`config.mk`:
```
export PLATFORM = sky130hd
export DESIGN_NAME = divider_4bit_seq
export DESIGN_NICKNAME = d
export VERILOG_FILES = /design/src/rtl/divider_4bit_seq.sv
export SDC_FILE = /design/constraint.sdc
export NUM_CORES = 1
export LEC_CHECK = 0
export ABC_AREA = 1
export BUFFER_PORTS_ARGS = -buffer_cell sky130_fd_sc_hd__buf_2
export CAP_MARGIN = 10
export CORE_ASPECT_RATIO = 0.6
export CORE_UTILIZATION = 59
export DETAILED_ROUTE_END_ITERATION = 10
export PLACE_DENSITY = 0.83
export SETUP_SLACK_MARGIN = 0.02
export SYNTH_ARGS = -nofsm -noshare
export SYNTH_HDL_FRONTEND = slang
export SYNTH_SLANG_ARGS = --single-unit
```
`constraint.sdc`:
```
create_clock -name clk -period 3 [get_ports clk]
set_input_delay 0.15 -clock clk [delete_from_list [all_inputs] [get_ports clk]]
set_output_delay 0.15 -clock clk [all_outputs]
set_load 0.05 [all_outputs]
```
`src/rtl/divider_4bit_seq.sv`:
```
// divider_4bit_seq / subtractor_4bit
//
// Sequential restoring divider for unsigned 4-bit operands. The divider runs
// one subtract-and-restore step per clock through a single subtractor_4bit.
//
// divider_4bit_seq ports:
//   clk          rising-edge clock
//   rst_n        asynchronous active-low reset
//   start        request; sampled only in IDLE or DONE
//   dividend     unsigned dividend, captured when start is accepted
//   divisor      unsigned divisor, captured when start is accepted
//   busy         high while iterating
//   done         one-cycle pulse: results valid
//   quotient     result, held until the next completed operation
//   remainder    result, held until the next completed operation
//   div_by_zero  set with done when the captured divisor was zero
//
// subtractor_4bit ports:
//   A, B, Bin    minuend, subtrahend, borrow in
//   Difference   A - B - Bin (mod 16)
//   Bout         borrow out (A < B + Bin)

module subtractor_4bit (
  input  logic [3:0] A,
  input  logic [3:0] B,
  input  logic       Bin,
  output logic [3:0] Difference,
  output logic       Bout
);

  always_comb begin
    {Bout, Difference} = {1'b0, A} - {1'b0, B} - {4'b0000, Bin};
  end

endmodule

module divider_4bit_seq #(
  parameter int unsigned WIDTH = 4
) (
  input  logic             clk,
  input  logic             rst_n,
  input  logic             start,
  input  logic [WIDTH-1:0] dividend,
  input  logic [WIDTH-1:0] divisor,
  output logic             busy,
  output logic             done,
  output logic [WIDTH-1:0] quotient,
  output logic [WIDTH-1:0] remainder,
  output logic             div_by_zero
);

  localparam int unsigned CNT_W = $clog2(WIDTH);

  typedef enum logic [1:0] {IDLE, RUN, DONE} state_t;

  state_t           state, state_nxt;
  logic [CNT_W-1:0] cnt;
  logic [WIDTH-1:0] r, q, dvsr_reg;

  logic [WIDTH-1:0] s, diff, r_nxt, q_nxt;
  logic             bout, ovf, take, last, accept;

  subtractor_4bit u_sub (
    .A          (s),
    .B          (dvsr_reg),
    .Bin        (1'b0),
    .Difference (diff),
    .Bout       (bout)
  );

  // Shift the next dividend bit into the partial remainder. The bit shifted
  // out of R (ovf) means the true trial value is >= 2^WIDTH > divisor, so the
  // subtraction always succeeds and the modulo difference is exact.
  always_comb begin
    s     = {r[WIDTH-2:0], q[WIDTH-1]};
    ovf   = r[WIDTH-1];
    take  = ovf | ~bout;
    r_nxt = take ? diff : s;
    q_nxt = {q[WIDTH-2:0], take};
  end

  assign last   = (cnt == CNT_W'(WIDTH - 1));
  assign accept = start && ((state == IDLE) || (state == DONE));

  always_ff @(posedge clk or negedge rst_n) begin
    if (!rst_n) state <= IDLE;
    else        state <= state_nxt;
  end

  always_comb begin
    state_nxt = state;
    busy      = 1'b0;
    done      = 1'b0;
    case (state)
      IDLE: begin
        if (start) state_nxt = (divisor == '0) ? DONE : RUN;
      end
      RUN: begin
        busy = 1'b1;
        if (last) state_nxt = DONE;
      end
      DONE: begin
        done = 1'b1;
        if (start) state_nxt = (divisor == '0) ? DONE : RUN;
        else       state_nxt = IDLE;
      end
      default: state_nxt = IDLE;
    endcase
  end

  always_ff @(posedge clk or negedge rst_n) begin
    if (!rst_n) begin
      cnt         <= '0;
      r           <= '0;
      q           <= '0;
      dvsr_reg    <= '0;
      quotient    <= '0;
      remainder   <= '0;
      div_by_zero <= 1'b0;
    end else if (accept) begin
      cnt      <= '0;
      r        <= '0;
      q        <= dividend;
      dvsr_reg <= divisor;
      // Divide-by-zero skips RUN, so results load on the accepting edge.
      if (divisor == '0) begin
        quotient    <= '1;
        remainder   <= dividend;
        div_by_zero <= 1'b1;
      end
    end else if (state == RUN) begin
      r   <= r_nxt;
      q   <= q_nxt;
      cnt <= cnt + CNT_W'(1);
      if (last) begin
        quotient    <= q_nxt;
        remainder   <= r_nxt;
        div_by_zero <= 1'b0;
      end
    end
  end

endmodule

```
# ---- After elaboration in Yosys (flattened, before gate mapping)
# Index checks and enable logic that the tools add are counted.
# W data, S select, Z words.
dict set report classes {
  reduce_logical 8
  n_eq_ne 6
  n_addsub 2
  mux 26
  n_bitwise 2
}
# cell n
set op_table {}
lappend op_table {{$mux W4} 13}
lappend op_table {{$mux W2} 6}
lappend op_table {{$mux W1} 6}
lappend op_table {{$pmux W2 S3} 1}
lappend op_table {{$sub A4 B4 Y5} 1}
lappend op_table {{$eq A2 B2 Y1 const B} 2}
lappend op_table {{$logic_not A4 Y1} 1}
lappend op_table {{$ne A2 B2 Y1 const B} 2}
lappend op_table {{$reduce_bool A2 Y1} 2}
lappend op_table {{$reduce_and A3 Y1} 1}
lappend op_table {{$add A2 B1 Y2 const B} 1}
lappend op_table {{$eq A2 B1 Y1 const B} 1}
lappend op_table {{$logic_not A2 Y1} 1}
lappend op_table {{$ne A2 B1 Y1 const B} 1}
lappend op_table {{$reduce_and A2 Y1} 1}
lappend op_table {{$logic_and A1 B1 Y1} 1}
lappend op_table {{$logic_or A1 B1 Y1} 1}
lappend op_table {{$not A1 Y1} 1}
lappend op_table {{$or A1 B1 Y1} 1}
dict set report totals {
  out_inout_bits 11
  reg_bits 25
  input_bits 11
}

# ---- Longest topological paths before layout
dict set report depth {
  depth_word 7
  mapped_depth 12
  ltp_nobuf 12
}

# ---- Cells and area by module
# From an unflattened synthesis, not the netlist that was laid out.
dict set report unflattened {
  hier_cells 170
  area_unflattened_um2 1386.3
}
# mod area_per_inst_um2 cells_each n_inst
set modules_own_cells {}
lappend modules_own_cells {divider_4bit_seq 1156.1 135 1}
lappend modules_own_cells {subtractor_4bit 230.2 35 1}

# ---- Worst setup path after synthesis
# OpenSTA, ideal clock, no wires.
dict set report synth_path {
  path_kind {reg-to-reg}
  startpoint {register q[3]}
  endpoint {register remainder[0]}
  path_stages_with_launch 13
  path_buffers 0
  path_slack_ns 1.303
  period_less_slack_ns 1.697
  t_arrival_ns 1.584
  path_cell_list {dfrtp_1 -> inv_1 -> ha_1 -> inv_1 -> fa_1 -> nand2_1 -> nand2_1 -> nand2_1 -> nand2_1 -> nand3b_1 -> nand3_1 -> nand2_1 -> inv_1}
}
dict set report synth_between {
  elab_chain_len 7
}
# element line_no
set synth_rtl {}
lappend synth_rtl {{start, declared} 58} ;# logic [WIDTH-1:0] r, q, dvsr_reg;
lappend synth_rtl {{start signal, assigned} 123} ;# q <= dividend;
lappend synth_rtl {{start signal, assigned} 133} ;# q <= q_nxt;
lappend synth_rtl {{$sub A4 B4 Y5} 32} ;# {Bout, Difference} = {1'b0, A} - {1'b0, B} - {4'b0000, Bin};
lappend synth_rtl {{$not A1 Y1} 77} ;# take = ovf | ~bout;
lappend synth_rtl {{$or A1 B1 Y1} 77}
lappend synth_rtl {{$mux W4 *} 78} ;# r_nxt = take ? diff : s;
lappend synth_rtl {{$mux W4 *} 135} ;# if (last) begin
lappend synth_rtl {{$mux W4 *} 131} ;# end else if (state == RUN) begin
lappend synth_rtl {{$mux W4 *} 120} ;# end else if (accept) begin
lappend synth_rtl {{end signal, assigned} 128} ;# remainder <= dividend;
lappend synth_rtl {{end signal, assigned} 137} ;# remainder <= r_nxt;
lappend synth_rtl {{end, declared} 48} ;# output logic [WIDTH-1:0] remainder,
# Mark *: on every way between the ends. The rest lies on a longest branch, timed or not. The select of a mux whose other input is x is not followed.
# A chain may end at the register's enable or synchronous reset.

# ---- Worst setup path after layout
# Ends and elaborated chain as after synthesis.

==> metrics.yaml <==
detailed_routing:
  vias_per_cell: 5.68
  drt_iter0_drc: 102
  drt_wl_total_um: 2980
  drt_pass1_iterations: 4
  routedWlPerCell_um: 14.3
  vias: 1188
  drc_errors: 0
  final_antenna_net_count: 0
yosys:
  synth_seq_area_share_pct: 47.9
  ys_warn_count: 0
  synth_seq_cells: 25
  syn_avg_cell_area_um2: 8.27
  synth_cell_types: 24
  syn-cell-area_mm2: 0.00131
  syn_inst: 158
  syn-num-nets: 175
  synthFlopType: "dfrtp_1"
  async_reset_ff_share_pct: 100
  synth_edf_count: 0
timing:
  finalSetupViolCount: 0
  fmax_mhz: 494
  whs_ns: 0.0939
  hold_viol: 0
  tns_ns: 0
  slew_headroom_pct: 63.3
  period_needed_ns: 2.03
  skew_ns: 0.00561
  slew_violations: 0
  worst_slew_pin_slew_ns: 0.550
  rsz0062_at_grt: "false"
  fin_crit_sh_pct: 67.5
finish:
  drive_gt1_share_pct: 17.1
  multi_input_area_um2: 578
  syn_to_final_growth_pct: 13.9
  insertedDiodeCount: 0
  regArea_um2: 626
  fillers: 149
  nets: 199
global_route:
  antenna_found_initial: 0
  grt_max_degree: 26
  grt-ovfl-total: 0
  grtUsageTotal_pct: 30.2
  grt_pass1_wl_um: 5060
  grt_pass1_vias: 1089
floorplan:
  die_area_mm2: 0.00241
  die_w_um: 62.7
  dieHeight_um: 38.4
  core-area_mm2: 0.00197
  ios: 22
  rows: 12
  initial_core_util_pct: 66.4
cts:
  cts_buffers: 3
  clock_sinks: 25
  cts.clk_slew.worst_paths_ns: 0.09
  cts_tree: "built"
  cts_max_level: 1
  post_cts_buffers: 0
  clockBufferDepth: 2
  clkLatencyLatePin_ns: 0.28
  clock-root-buffer: "clkbuf_8"
worst_setup_path:
  cp.required_ns: 3.18
  worstSetupStartpoint: "q[3]"
  r2r-start: "q[3]"
  crit_arrival_ns: 2.21
  critPathMostFrequentCell: "nand2_1"
  r2r_cells: 12
  end_kind: "register"
  endpoint: "remainder[0]"
  r2r-end: "remainder[0]"
  path_class: "reg2reg"
  cp-start-kind: "register"
  crit_fanout: 6
  ff2ff_setup_slack_ns: 0.97
  critPathSlowestCell: "fa_1"
  cp_slowest_stage_delay_ns: 0.42
  crit_path_cell_trace: "inv_1, ha_1, inv_1, fa_1, nand2_1, nand2_1, nand2_1, nand2_1, nand3b_1, nand3_1, nand2_1, inv_1"
flow_run:
  max_cap_viol_count: 0
placed_design:
  globalplace.congestion: 0.861
  port_buffers: 21
  place_hpwl_um: 2250
worst_hold_path:
  hold_class: "in2reg"
outcome:
  status: "completed"
==> stage by stage <==
step	instance area (um^2)	util (%)	std cells	setup slack [ns]
6_report	1490	75.6	209	0.974
2_1_floorplan	1310	-	158	1.30
3_5_place_dp	1430	72.6	204	1.04
5_1_grt	1490	75.6	209	0.841
4_1_cts	1490	75.6	209	1.01
3_3_place_gp	1430	72.6	204	1.22
==> synth_stat cells, types with 2 or more instances <==
| library cell | number | area share [%] |
|---|---|---|
| nand2_1 | 36 | 10 |
| dfrtp_1 | 25 | 48 |
| nor2_1 | 21 | 6.0 |
| inv_1 | 20 | 5.7 |
| nand3_1 | 10 | 3.8 |
| o21ai_0 | 10 | 3.8 |
| a31oi_1 | 5 | 2.4 |
| ha_1 | 5 | 4.8 |
| nand4_1 | 4 | 1.9 |
| or2_0 | 4 | 1.9 |
| a21oi_1 | 3 | 1.1 |
| buf_2 | 2 | 0.77 |
| nand3b_1 | 2 | 1.1 |
==> area by class of cell <==
class                   instances  area share [%]
well taps                      28            2.35
multi-input cells             108            38.9
clock buffers                   3            2.78
repair buffers                 22            7.74
clock inverters                 1           0.505
inverters                      22            5.72
flip-flops and latches         25            42.1
==> placed cells by master, fill, tap and decap left out <==
master          n
a21oi_1         3
xor2_1          1
dfrtp_1        25
o221ai_1        1
a31oi_1         5
ha_1            5
buf_2          21
inv_4           1
nand2_1        36
nand2_2         1
nand2_8         1
inv_1          20
or2_2           1
o21ai_0        10
or2_0           4
clkbuf_8        3
nand2_4         1
inv_2           1
clkinvlp_4      1
nand3_1        10
dlygate4sd3_1   1
nor2_1         21
fa_1            1
a22o_1          1
nand3b_1        2
nand4_1         4
==> worst min-delay path by stage <==
stage | from | end | slack, ns | depth (start not counted)
after floorplan | rst_n | cnt[0] | -0.15 | 0
after global placement | rst_n | r[0] | 0.17 | 1
after detailed placement | rst_n | r[1] | 0.17 | 1
after CTS | divisor[0] | dvsr_reg[0] | 0.09 | 3
after global routing | divisor[0] | dvsr_reg[0] | 0.11 | 3
final | divisor[0] | dvsr_reg[0] | 0.09 | 3
==> repair_timing <==
action,in CTS,in global routing
hold buffers,1,0
hold endpoints to repair,25,0
gates resized for setup,0,0
==> cell families after synthesis <==
| family | count (synthesis) | synth area share, % |
|---|---|---|
| simple gates | 81 | 28.5 |
| fa+ha+maj | 6 | 6.32 |
| compound gates | 20 | 8.72 |
| buf+inv | 25 | 7.85 |
| flops | 25 | 47.9 |
| xor+xnor | 1 | 0.671 |
==> worst max-delay path: cells and delay by family, from the launching register on <==
family | cells | cell delay, ns
simple gates | 7 | 0.80
fa+ha+maj | 2 | 0.55
flops | 1 | 0.40
buf+inv | 3 | 0.17
==> per-layer routing <==
metal  global-route usage [%]  vias to the layer above  wire length [um]
met2                     47.6                       62              1260
li1                         -                      560                 -
met5                        0                        -                 0
met3                     7.44                       21               288
met1                     38.5                      545              1310
met4                     19.2                        0               118
Power is not shown: default switching activity piles up to over one toggle a cycle in this logic, so the estimate is an artifact.
